[src/rtl/tone_pkg.sv]
// Shared constants and types for the tone voice scheduler: note pitches at
// 12 MHz, the minimum legal half-period and the scheduler state encoding.
package tone_pkg;

    localparam int DEFAULT_HALF_W  = 16;
    localparam int MIN_HALF_PERIOD = 2;

    // Half-periods in clock cycles for C4..B4 at 12 MHz: 6e6 / f, rounded.
    localparam int HP_C4 = 22933;
    localparam int HP_D4 = 20431;
    localparam int HP_E4 = 18202;
    localparam int HP_F4 = 17181;
    localparam int HP_G4 = 15306;
    localparam int HP_A4 = 13636;
    localparam int HP_B4 = 12149;

    typedef enum logic [0:0] {
        ST_IDLE = 1'b0,
        ST_PLAY = 1'b1
    } state_e;

endpackage

[src/rtl/tone_divider.sv]
// Square-wave divider whose pitch changes are deferred to the next toggle,
// so a new half-period never truncates the phase already in progress.
module tone_divider
    import tone_pkg::*;
#(
    parameter int HALF_W = DEFAULT_HALF_W
) (
    input  logic              clock,
    input  logic              reset,
    input  logic              clear,
    input  logic              load_now,
    input  logic              load_next,
    input  logic [HALF_W-1:0] hp_in,
    output logic              out
);

    logic [HALF_W-1:0] hp_cur;
    logic [HALF_W-1:0] hp_next;
    logic [HALF_W-1:0] div_cnt;
    logic [HALF_W-1:0] hp_clamped;
    logic              wrap;

    assign hp_clamped = (hp_in < HALF_W'(MIN_HALF_PERIOD)) ? HALF_W'(MIN_HALF_PERIOD) : hp_in;
    assign wrap       = (div_cnt == hp_cur - HALF_W'(1));

    // NOTE: non-blocking assignments so every register sees the pre-edge values of the others.
    always_ff @(posedge clock) begin
        if (reset || clear) begin
            hp_cur  <= '0;
            hp_next <= '0;
            div_cnt <= '0;
            out     <= 1'b0;
        end else if (load_now) begin
            hp_cur  <= hp_clamped;
            hp_next <= hp_clamped;
            div_cnt <= '0;
            out     <= 1'b0;
        end else begin
            if (load_next) begin
                hp_next <= hp_clamped;
            end
            if (wrap) begin
                out     <= ~out;
                div_cnt <= '0;
                // A selection landing on the toggle edge takes effect immediately.
                hp_cur  <= load_next ? hp_clamped : hp_next;
            end else begin
                div_cnt <= div_cnt + HALF_W'(1);
            end
        end
    end

endmodule

[src/rtl/tone_voice_scheduler.sv]
// Round-robin time-slicing of one tone divider among N_KEYS held keys; each
// held key owns the voice for SLOT_CYCLES, a released owner hands over at once.
module tone_voice_scheduler
    import tone_pkg::*;
#(
    parameter int CLOCK_FREQUENCY = 12000000,
    parameter int N_KEYS          = 4,
    parameter int HALF_W          = DEFAULT_HALF_W,
    parameter int SLOT_CYCLES     = 1200000
) (
    input  logic                       clock,
    input  logic                       reset,
    input  logic [N_KEYS-1:0]          key_req,
    input  logic [N_KEYS*HALF_W-1:0]   half_period,
    output logic                       out,
    output logic                       active,
    output logic [$clog2(N_KEYS)-1:0]  cur_key
);

    localparam int KEY_W = $clog2(N_KEYS);
    localparam int SC_W  = $clog2(SLOT_CYCLES);

    if (N_KEYS < 2 || N_KEYS > 16 || SLOT_CYCLES < 2 || CLOCK_FREQUENCY < 1) begin : g_param_check
        $error("tone_voice_scheduler: parameter out of range");
    end

    state_e            state;
    logic [SC_W-1:0]   slot_cnt;
    logic [KEY_W-1:0]  first_key;
    logic [KEY_W-1:0]  after_key;
    logic [KEY_W-1:0]  next_key;
    logic [KEY_W-1:0]  sel_key;
    logic              found_after;
    logic              cur_held;
    logic              any_req;
    logic              slot_end;
    logic              load_now;
    logic              rotate;
    logic [HALF_W-1:0] hp_sel;

    // NOTE: every always_comb output gets a default first, so no path can infer a latch.
    always_comb begin
        first_key   = '0;
        after_key   = '0;
        found_after = 1'b0;
        cur_held    = 1'b0;
        // Scanning downwards leaves the lowest match in each candidate.
        for (int i = N_KEYS - 1; i >= 0; i--) begin
            if (key_req[i]) begin
                first_key = KEY_W'(i);
                if (KEY_W'(i) > cur_key) begin
                    after_key   = KEY_W'(i);
                    found_after = 1'b1;
                end
                if (KEY_W'(i) == cur_key) begin
                    cur_held = 1'b1;
                end
            end
        end
        // Without a held key above cur_key the rotation wraps to the lowest one.
        next_key = found_after ? after_key : first_key;
    end

    assign any_req  = |key_req;
    assign slot_end = (slot_cnt == SC_W'(SLOT_CYCLES - 1));
    assign load_now = (state == ST_IDLE) && any_req;
    assign rotate   = (state == ST_PLAY) && any_req && (slot_end || !cur_held);
    assign sel_key  = load_now ? first_key : next_key;

    always_comb begin
        hp_sel = '0;
        for (int i = 0; i < N_KEYS; i++) begin
            if (sel_key == KEY_W'(i)) begin
                hp_sel = half_period[i*HALF_W +: HALF_W];
            end
        end
    end

    always_ff @(posedge clock) begin
        if (reset || !any_req) begin
            state    <= ST_IDLE;
            active   <= 1'b0;
            cur_key  <= '0;
            slot_cnt <= '0;
        end else if (state == ST_IDLE) begin
            state    <= ST_PLAY;
            active   <= 1'b1;
            cur_key  <= first_key;
            slot_cnt <= '0;
        end else if (rotate) begin
            cur_key  <= next_key;
            slot_cnt <= '0;
        end else begin
            slot_cnt <= slot_cnt + SC_W'(1);
        end
    end

    tone_divider #(
        .HALF_W (HALF_W)
    ) u_divider (
        .clock     (clock),
        .reset     (reset),
        .clear     (!any_req),
        .load_now  (load_now),
        .load_next (rotate),
        .hp_in     (hp_sel),
        .out       (out)
    );

endmodule
[config.mk]
export PLATFORM = sky130hd
export DESIGN_NAME = tone_voice_scheduler
export DESIGN_NICKNAME = d
export VERILOG_FILES = /design/src/rtl/tone_pkg.sv /design/src/rtl/tone_divider.sv /design/src/rtl/tone_voice_scheduler.sv
export SDC_FILE = /design/constraint.sdc
export NUM_CORES = 1
export LEC_CHECK = 0
export ABC_CLOCK_PERIOD_IN_PS = 7650
export BUFFER_PORTS_ARGS = -buffer_cell sky130_fd_sc_hd__buf_4
export CORE_ASPECT_RATIO = 0.5
export CORE_MARGIN = 2
export CORE_UTILIZATION = 63
export CTS_BUF_LIST = sky130_fd_sc_hd__clkbuf_8
export DETAILED_ROUTE_END_ITERATION = 10
export HOLD_SLACK_MARGIN = 0.12
export PLACE_DENSITY = 0.91
export REMOVE_ABC_BUFFERS = 1
export SLEW_MARGIN = 5
export SYNTH_ARGS = -nofsm -noshare
export SYNTH_HDL_FRONTEND = slang
export SYNTH_SLANG_ARGS = --single-unit
[constraint.sdc]
create_clock -name clock -period 7.65 [get_ports clock]
set_input_delay 1.1475 -clock clock [delete_from_list [all_inputs] [get_ports clock]]
set_output_delay 1.1475 -clock clock [all_outputs]
set_load 0.01 [all_outputs]
==> results.ini, run 1 <==
[run_status]
status=finished, final reports clean

[sta]
period_share_pct=46.99
fin_skew_ns=0.006401
setup-violations-final=0
relSlewSlack_pct=19.72
rsz0062_at_grt=false
worst_pin_slew_ns=1.204
hold_viol_final=0
min_period_ns=3.595
whs_ns=0.4521
slew_violations=0
fmax_ghz=0.2782
fin_setup_tns_ns=0

[critical_path]
worst-path-max-fanout=20
reg2reg_setup_slack_ns=4.12
critPathCapture=u_divider.hp_cur[0]
cp-startpoint=key_req[3]
reg2reg_depth=10
worst_ep_arrival_time_ns=3.86
timing.rr.end=u_divider.hp_cur[2]
cp-end-kind=flop
required_ns=7.91
worst_setup_path_start_kind=input port
crit_type=in2reg
worst_r2r_startpoint=u_divider.hp_cur[0]

[yosys]
synthesis.area_sq_mm=0.004228
ys_async_sr_fraction_pct=0
synth-seq-area-share_pct=35.04
synth_top_flop_cell=dfxtp_1
ys_ff_latch=74
synth-edff-count=0
synth_cell_types=56
netlist_instances=478
ys_warn_count=0
synth_area_per_cell_sq_um=8.845

[die]
die_w_um=119.9
pin_count=74
dieHeight_um=61.93
rows=21
start_util_pct=64.11
coreArea_sq_mm=0.006595
die-area_sq_mm=0.007422

[routing]
drc=0
via_count=3736
post_drt_wl_per_cell_um=16.06
drt_iter0_markers=254
ant_nets=0
vias_per_cell=5.838
dr.pass1.iters=5
routed_wl_mm=10.28

[global_route]
grt_pass1_wl_mm=16.12
grt_max_degree=29
grt_use_total_pct=28.16
grt_antenna_before_repair=0
grt_overflow_total=0
grt_pass1_vias=3479

[power_and_ir_drop]
p_leak_uw=0.001994
power_density_mw_per_mm2=202.6
vdd_drop_max_uv=110.4

[clock_network]
cts-root-buf=clkbuf_8
cts_resized=0
numCtsBuffers=9
worstSkewPairLatency_ns=0.37
clock-sinks=74
clkTransAtPathRegs_ns=0.07
cts_max_path_buffers=2
htreeDepth=3
cts_tree=yes
hold_buffers=0
cts_setup_buffers=0

[cells_and_area]
antenna_cells=0
multiInputGateArea_sq_mm=0.002597
register_area_sq_mm=0.001481
num-fill-cells=469
syn2layout_area_growth_pct=19.21
fin_cells=640
final_nets=617
layout-drive-gt1-share_pct=22.99
final_util_pct=76.42

[place]
io_buffer_count=73
dp_hpwl_mm=7.535
place_congestion=0.8747
post-place-cells=625

[worst_hold_path]
hold_class=reg2reg
min_from=slot_cnt[0]

[flow_run]
maxCapViolCount=0

==> state kept, by name (all words and copies together), names as in the netlist <==
name / flops
slot_cnt: 21
u_divider.div_cnt: 16
u_divider.hp_cur: 16
u_divider.hp_next: 16
cur_key: 2
active: 1
state: 1
u_divider.out: 1
==> stage by stage <==
| stage | power, uW | area (sq um) | setup WS (ns) |
|---|---|---|---|
| after floorplan | 602.1 | 4121 | 3.441 |
| after global routing | 1066 | 5040 | 3.760 |
| after CTS | 1021 | 5040 | 4.115 |
| final | 1021 | 5040 | 4.055 |
| after detailed placement | 677.9 | 4813 | 3.788 |
| after global placement | 667.3 | 4813 | 3.970 |
==> layer usage <==
metal	share of wire, %	GRT usage, %	vias to the layer above
li1	-	-	1824
met1	43	33.41	1778
met2	50	51.27	103
met3	5.0	7.938	31
met4	2.5	9.748	0
met5	0	0	-
==> power breakdown <==
group / internal [uW] / leakage, uW / switching (uW)
registers: 408 / 0.000604 / 23.3
clock network: 199 / 0.000108 / 146
logic: 118 / 0.00128 / 126
==> cell families after synthesis <==
logic type / count (synthesis) / synth area share [%]
XOR/XNOR: 56 / 11.60
AO/OA/AOI/OAI: 67 / 12.52
buffers and inverters: 34 / 3.670
flip-flops: 74 / 35.04
AND/OR/NAND/NOR: 195 / 22.37
adder cells (fa/ha/maj): 3 / 0.8879
multiplexers: 49 / 13.91
==> critical path, cell delays in order <==
cell and delay (ns):
buf_4 0.13, mux2i_1 0.25, o221a_2 0.26, a21boi_0 0.45, nor2_2 0.14, buf_4 0.26, mux4_2 0.33, nor4_1 0.35
nand4_1 0.25, a31o_2 0.26
==> cell usage after synthesis, types with 9 or more instances <==
cell / number / area (sq um)
nor2_1: 85 / 319.1
dfxtp_1: 74 / 1481
mux2i_1: 34 / 340.3
xnor2_1: 30 / 262.8
xor2_1: 26 / 227.7
nand3_1: 25 / 125.1
nand2_1: 21 / 78.83
a21oi_1: 14 / 70.07
inv_1: 13 / 48.80
clkbuf_1: 12 / 45.04
nor3_1: 10 / 50.05
o21ai_0: 10 / 50.05
and3_1: 9 / 56.30
==> worst min path at each step <==
stage                  end  slack, ns  depth (start not counted)
2_1_floorplan  slot_cnt[0]       0.42                          1
3_3_place_gp   slot_cnt[0]       0.43                          1
3_5_place_dp   slot_cnt[0]       0.44                          1
4_1_cts        slot_cnt[0]       0.45                          1
5_1_grt             active       0.47                          2
6_report       slot_cnt[0]       0.45                          1
==> cells in the final DEF (no fill, tap or decap), types with 11 or more instances in the layout <==
cell type and instances:
a21oi_1 14, buf_4 76, clkbuf_8 11, dfxtp_1 74
inv_1 13, mux2i_1 34, nand2_1 21, nand3_1 25
nor2_1 84, xnor2_1 30, xor2_1 26
==> layout make-up <==
class / count / share of cell area (%)
tap: 92 / 2.284
clock buffer: 11 / 3.004
inverter: 13 / 0.9682
sequential: 74 / 29.39
multi-input combinational: 370 / 51.54
clock inverter: 4 / 1.490
timing repair buffer: 76 / 11.32
No activity file was read; power rests on OpenSTA's default activity.
==> run 2, diff against run 1 <==
--- a/config.mk
+++ b/config.mk
@@ -5,15 +5,15 @@
 export SDC_FILE = /design/constraint.sdc
 export NUM_CORES = 1
 export LEC_CHECK = 0
-export ABC_CLOCK_PERIOD_IN_PS = 7650
+export ABC_CLOCK_PERIOD_IN_PS = 3000
 export BUFFER_PORTS_ARGS = -buffer_cell sky130_fd_sc_hd__buf_4
 export CORE_ASPECT_RATIO = 0.5
 export CORE_MARGIN = 2
-export CORE_UTILIZATION = 63
+export CORE_UTILIZATION = 53
 export CTS_BUF_LIST = sky130_fd_sc_hd__clkbuf_8
 export DETAILED_ROUTE_END_ITERATION = 10
 export HOLD_SLACK_MARGIN = 0.12
-export PLACE_DENSITY = 0.91
+export PLACE_DENSITY = 0.82
 export REMOVE_ABC_BUFFERS = 1
 export SLEW_MARGIN = 5
 export SYNTH_ARGS = -nofsm -noshare
==> constraint.sdc (replaced) <==
create_clock -name clock -period 3 [get_ports clock]
set_input_delay 0.45 -clock clock [delete_from_list [all_inputs] [get_ports clock]]
set_output_delay 0.45 -clock clock [all_outputs]
set_load 0.01 [all_outputs]
==> run 2 against run 1 <==
  * Clock skew rose by 0.00059 ns
  * Setup slack got worse by 3.9 ns
  * Total power rose to 2.7 times the previous value
  * Design area rose by 4.2%
  * Highest routed layer unchanged
==> results.ini, run 2 (synthesized netlist as in run 1, its figures left out) <==
[sta]
fin_skew_ns=0.006994  ; was 0.006401 ns
whs_ns=0.4090  ; was 0.4521 ns
period_share_pct=95.37
worst_pin_slew_ns=0.7850  ; was 1.204 ns
slew_violations=0  ; unchanged
min_period_ns=2.861
rsz0062_at_grt=false  ; unchanged
hold_viol_final=0  ; unchanged
fmax_ghz=0.3495
setup-violations-final=0  ; unchanged
relSlewSlack_pct=47.52  ; was 19.72%

[cells_and_area]
final_nets=630  ; was 617
mostFrequentLayoutCell=buf_4  ; was nor2_1
multiInputGateArea_sq_mm=0.002624  ; was 0.002597 sq mm
largest_reg_flops=21  ; unchanged
layout_common_cells=buf_4 (87), nor2_1 (83), dfxtp_1 (74)  ; was nor2_1 (84), buf_4 (76), dfxtp_1 (74)
regMostFlops=slot_cnt  ; unchanged
antenna_cells=0  ; unchanged
num-fill-cells=573  ; was 469
syn2layout_area_growth_pct=24.27  ; was 19.21%
final_util_pct=69.91  ; was 76.42%
register_area_sq_mm=0.001481  ; unchanged
layout-drive-gt1-share_pct=25.80  ; was 22.99%

[routing]
ant_nets=0  ; unchanged
drc=0  ; unchanged
routed_wl_mm=10.37  ; was 10.28 mm
post_drt_wl_per_cell_um=15.48  ; was 16.06 um
dr.pass1.iters=5  ; unchanged
drt_iter0_markers=340  ; was 254
via_count=3741  ; was 3736
vias_per_cell=5.584  ; was 5.838

[power_and_ir_drop]
power_uw=2781  ; was 1021 uW
p_leak_uw=0.002106  ; was 0.001994 uW
vdd_drop_max_uv=270.7  ; was 110.4 uV
power_density_mw_per_mm2=529.4  ; was 202.6 mW/mm^2

[clock_network]
clkTransAtPathRegs_ns=0.07  ; about the same
cts_max_path_buffers=2  ; unchanged
cts-root-buf=clkbuf_8  ; unchanged
htreeDepth=3  ; unchanged
cts_tree=yes  ; unchanged
numCtsBuffers=9  ; unchanged
clock-sinks=74  ; unchanged
worstSkewPairLatency_ns=0.36  ; was 0.37 ns
cts_setup_buffers=0  ; unchanged

[critical_path]
worst_setup_path_start_kind=flop  ; was input port
cp-startpoint=cur_key[1]  ; was key_req[3]
required_ns=3.25  ; was 7.91 ns
reg2reg_depth=8  ; was 10
cp-end-kind=flop  ; unchanged
crit_chain=mux2i_2 > o221a_2 > a21boi_0 > nor2_2 > mux4_2 > nor4_1 > nand4_1 > a31o_2  ; was buf_4 > mux2i_1 > o221a_2 > a21boi_0 > nor2_2 > buf_4 > mux4_2 > nor4_1 > nand4_1 > a31o_2
worst_r2r_startpoint=cur_key[1]  ; was u_divider.hp_cur[0]
reg2reg_setup_slack_ns=0.14  ; was 4.12 ns
crit_type=reg2reg  ; was in2reg
worst-path-max-fanout=7  ; was 20
worst_ep_arrival_time_ns=3.11  ; was 3.86 ns
max_stage_delay_ns=0.44  ; was 0.45 ns
timing.rr.end=u_divider.hp_cur[0]  ; was u_divider.hp_cur[2]
critPathCapture=u_divider.hp_cur[0]  ; unchanged
slowest_stage=dfxtp_1  ; was a21boi_0

[worst_hold_path]
hold_class=in2reg  ; was reg2reg

[die]
dieHeight_um=67.16  ; was 61.93 um
die_w_um=130.3  ; was 119.9 um
coreArea_sq_mm=0.007515  ; was 0.006595 sq mm
start_util_pct=56.26  ; was 64.11%
rows=22  ; was 21
pin_count=74  ; unchanged
die-area_sq_mm=0.008751  ; was 0.007422 sq mm

[global_route]
grt_max_degree=28  ; was 29
grt_use_total_pct=24.98  ; was 28.16%
grt_antenna_before_repair=0  ; unchanged
grt_pass1_vias=3454  ; was 3479
grt_pass1_wl_mm=16.84  ; was 16.12 mm
grt_overflow_total=0  ; unchanged

[place]
dp_hpwl_mm=7.443  ; was 7.535 mm
place_congestion=0.8626  ; was 0.8747
io_buffer_count=73  ; unchanged

[flow_run]
maxCapViolCount=0  ; unchanged

[run_status]
status=finished, final reports clean  ; unchanged

run 2: cell types whose count changed in the layout (fill, tap and decap cells not counted), sizes merged:
| cell | delta |
|---|---|
| buf | +12 |
| bufinv | +2 |
| clkinvlp | -2 |
| clkinv | +1 |
| inv | +1 |
run 2: how the worst min path moves through the flow:
| stage | slack [ns] | depth (start not counted) | end | start |
|---|---|---|---|---|
| detailed placement | 0.44 | 1 | slot_cnt[0] | slot_cnt[0] |
| global route | 0.41 | 3 | cur_key[0] | key_req[0] |
| global placement | 0.43 | 1 | slot_cnt[0] | slot_cnt[0] |
| finish | 0.41 | 3 | cur_key[0] | key_req[0] |
| floorplan | 0.42 | 1 | slot_cnt[0] | slot_cnt[0] |
| CTS | 0.40 | 3 | cur_key[0] | key_req[0] |
run 2: layer usage:
layer,wire length (um),share of wire [%],up-vias,global-route usage [%]
met5,0,0,-,0
met4,228,2.2,0,8.333
met3,664,6.4,28,6.973
met2,4826,47,117,40.77
met1,4655,45,1743,32.48
li1,-,-,1853,-
run 2: final cells by class:
type / count / share of cell area, %
sequential: 74 / 28.20
inverter: 13 / 0.9288
tap: 108 / 2.572
clock inverter: 6 / 2.453
timing repair buffer: 89 / 13.29
clock buffer: 10 / 2.620
multi-input combinational: 370 / 49.94
run 2: timing repair:
| action | CTS | global route |
|---|---|---|
| gates resized for setup | 0 | 7 |
| hold buffers | 0 | 0 |
| setup endpoints to repair | 0 | 28 |
run 2: report_power, final:
group | internal (uW) | switching [uW]
clock network | 655 | 369
logic | 330 | 335
registers | 1040 | 52.5
total | 2020 | 757
run 2: critical path, delay by kind of cell (launching register included):
family | cells | cell delay, ns
AND/OR/NAND/NOR | 3 | 0.84
flip-flops | 1 | 0.44
multiplexers | 2 | 0.66
AO/OA/AOI/OAI | 3 | 0.80
run 2: stage by stage:
| stage | instances | instance area (sq um) | setup TNS (ns) | setup WS, ns |
|---|---|---|---|---|
| 2_1_floorplan | 457 | 4121 | -7.407 | -0.5315 |
| 3_3_place_gp | 653 | 4936 | 0 | 0.1489 |
| 6_report | 670 | 5254 | 0 | 0.1389 |
| 3_5_place_dp | 653 | 4936 | 0 | 0.06645 |
| 5_1_grt | 670 | 5254 | 0 | 0.001773 |
| 4_1_cts | 669 | 5202 | 0 | 0.08110 |
==> run 3, diff against run 2 <==
--- a/config.mk
+++ b/config.mk
@@ -14,7 +14,6 @@
 export DETAILED_ROUTE_END_ITERATION = 10
 export HOLD_SLACK_MARGIN = 0.12
 export PLACE_DENSITY = 0.82
-export REMOVE_ABC_BUFFERS = 1
 export SLEW_MARGIN = 5
 export SYNTH_ARGS = -nofsm -noshare
 export SYNTH_HDL_FRONTEND = slang
==> run 3 against run 2 <==
  * Maximum frequency fell by 0.11%
  * Sequential cell count stayed put
  * Register-to-register slack is essentially flat
  * Sequential share of layout area rose by 0.24 points
  * Sequential power is essentially flat
  * Design area is 0.76% lower
  * Clock power fell by 25%
  * First-iteration DRC count fell by 21%
  * Critical path type unchanged
  * Largest cell class unchanged
  * Largest power group unchanged
==> results.ini, run 3 (synthesized netlist as in run 1, its figures left out) <==
[run_status]
status=finished, final reports clean  ; unchanged

[routing]
dr.pass1.iters=7  ; was 5
drc=0  ; unchanged
via_count=3811  ; was 3741
ant_nets=0  ; unchanged
vias_per_cell=5.638  ; was 5.584
drt_iter0_markers=268  ; was 340
routed_wl_mm=10.56  ; was 10.37 mm
post_drt_wl_per_cell_um=15.62  ; was 15.48 um

[global_route]
grt_overflow_total=0  ; unchanged
grt_antenna_before_repair=0  ; unchanged
grt_use_total_pct=25.95  ; was 24.98%
grt_pass1_wl_mm=17.52  ; was 16.84 mm
grt_pass1_vias=3631  ; was 3454
grt_max_degree=27  ; was 28

[cells_and_area]
final_cell_area_sq_mm=0.005214  ; was 0.005254 sq mm
largest_reg_flops=21  ; unchanged
syn2layout_area_growth_pct=23.32  ; was 24.27%
final_nets=636  ; was 630
regMostFlops=slot_cnt  ; unchanged
antenna_cells=0  ; unchanged
mostFrequentLayoutCell=buf_4  ; unchanged
layout-drive-gt1-share_pct=26.41  ; was 25.80%
layout_common_cells=buf_4 (93), nor2_1 (83), dfxtp_1 (73)  ; was buf_4 (87), nor2_1 (83), dfxtp_1 (74)

[sta]
period_share_pct=95.47  ; was 95.37%
worst_pin_slew_ns=0.6957  ; was 0.7850 ns
fmax_ghz=0.3491  ; was 0.3495 GHz
min_period_ns=2.864  ; was 2.861 ns
slew_violations=0  ; unchanged
hold_viol_final=0  ; unchanged
whs_ns=0.3970  ; was 0.4090 ns
setup-violations-final=0  ; unchanged
relSlewSlack_pct=53.19  ; was 47.52%
fin_skew_ns=0.01286  ; was 0.006994 ns
rsz0062_at_grt=false  ; unchanged

[critical_path]
required_ns=3.24  ; was 3.25 ns
cp-startpoint=cur_key[0]  ; was cur_key[1]
cp-end-kind=flop  ; unchanged
slowest_stage=mux4_2  ; was dfxtp_1
crit_type=reg2reg  ; unchanged
max_stage_delay_ns=0.63  ; was 0.44 ns
worstPathBufferInverterCount=0  ; unchanged
path_delay_family=compound AO/OA/AOI/OAI gates  ; was simple AND/OR/NAND/NOR gates
worst_setup_path_start_kind=flop  ; unchanged
worst-path-max-fanout=9  ; was 7
worst_r2r_startpoint=cur_key[0]  ; was cur_key[1]
crit_chain=nand2b_1 > a21boi_0 > o21bai_2 > mux4_2 > nor4_2 > nand4_1 > a31o_2  ; was mux2i_2 > o221a_2 > a21boi_0 > nor2_2 > mux4_2 > nor4_1 > nand4_1 > a31o_2
worst_ep_arrival_time_ns=3.11  ; about the same

[clock_network]
numCtsBuffers=9  ; unchanged
cts_max_path_buffers=2  ; unchanged
clkTransAtPathRegs_ns=0.08  ; was 0.07 ns
clock-sinks=74  ; unchanged
hold_buffers=0  ; unchanged
cts-root-buf=clkbuf_8  ; unchanged
worstSkewPairLatency_ns=0.35  ; was 0.36 ns
cts_tree=yes  ; unchanged
cts_setup_buffers=0  ; unchanged
htreeDepth=3  ; unchanged

[power_and_ir_drop]
p_sw_uw=777.9  ; was 756.6 uW
p_leak_uw=0.002089  ; was 0.002106 uW
vdd_drop_max_uv=311.0  ; was 270.7 uV
clkPwrFrac_pct=30.0  ; was 36.8%
p_int_uw=1766  ; was 2025 uW
p_comb_share_pct=27.3  ; was 23.9%
seqPwrFrac_pct=42.7  ; was 39.3%
swShare_pct=30.58  ; was 27.20%
power_density_mw_per_mm2=487.9  ; was 529.4 mW/mm^2

[die]
start_util_pct=56.26  ; unchanged
rows=22  ; unchanged
coreArea_sq_mm=0.007515  ; unchanged
die_w_um=130.3  ; unchanged
pin_count=74  ; unchanged
dieHeight_um=67.16  ; unchanged
die-area_sq_mm=0.008751  ; unchanged

[place]
place_congestion=0.9691  ; was 0.8626
io_buffer_count=73  ; unchanged
placed_area_sq_mm=0.005001  ; was 0.004936 sq mm
dp_hpwl_mm=7.912  ; was 7.443 mm

[worst_hold_path]
min_from=key_req[0]  ; unchanged
hold_class=in2reg  ; unchanged

[yosys]
synth_nets=551

[flow_run]
maxCapViolCount=0  ; unchanged

[run 3: stage by stage]
step	utilization, %	std cells	worst slack (ns)	TNS [ns]	total power, uW
6_report	69.38	676	0.1358	0	2544
5_1_grt	69.38	676	0.005977	0	2661
4_1_cts	69.11	676	0.0006253	0	2537
3_5_place_dp	66.55	660	-0.1651	-0.3468	1777
3_3_place_gp	66.55	660	0.07174	0	1761
2_1_floorplan	-	478	0.1751	0	1554
[run 3: worst paths after layout]
kind / endpoint / cells past startpoint / slack (ns)
worst max-delay path: u_divider.hp_cur[0] / 7 / 0.14
worst min-delay path: cur_key[0] / 3 / 0.40
worst max register to register: u_divider.hp_cur[0] / 7 / 0.14
worst min register to register: slot_cnt[0] / 1 / 0.45
[run 3: tightest hold or removal path: cells and delay by family]
family	cells	cell delay (ns)
AOI/OAI and AO/OA	2	0.14
buffers and inverters	1	0.10
[run 3: power by group through the flow]
stage | clock [uW] | combinational (uW) | sequential (uW)
after floorplan | 0 | 456 | 1100
after global placement | 0 | 656 | 1110
after detailed placement | 0 | 670 | 1110
after CTS | 778 | 675 | 1080
after global routing | 819 | 749 | 1090
final | 764 | 693 | 1090
[run 3: repair_timing]
| action | 4_1_cts | 5_1_grt |
|---|---|---|
| gates resized for setup | 0 | 7 |
| setup endpoints to repair | 1 | 14 |
| pin swaps | 1 | 1 |
[run 3: layout make-up]
cell class,count,area [sq um]
multi-input cells,370,2616
clock inverters,7,68.82
repair buffers,95,738.2
flip-flops and latches,74,1483
inverters,13,48.80
well taps,108,135.1
clock buffers,9,123.9
fillers,584,2301
[run 3: metal layers]
metal / routed length (um) / track usage, % / vias to the layer above
li1: - / - / 1861
met1: 5004 / 34.69 / 1811
met2: 4687 / 41.16 / 127
met3: 777 / 7.290 / 12
met4: 89 / 8.333 / 0
met5: 0 / 0 / -
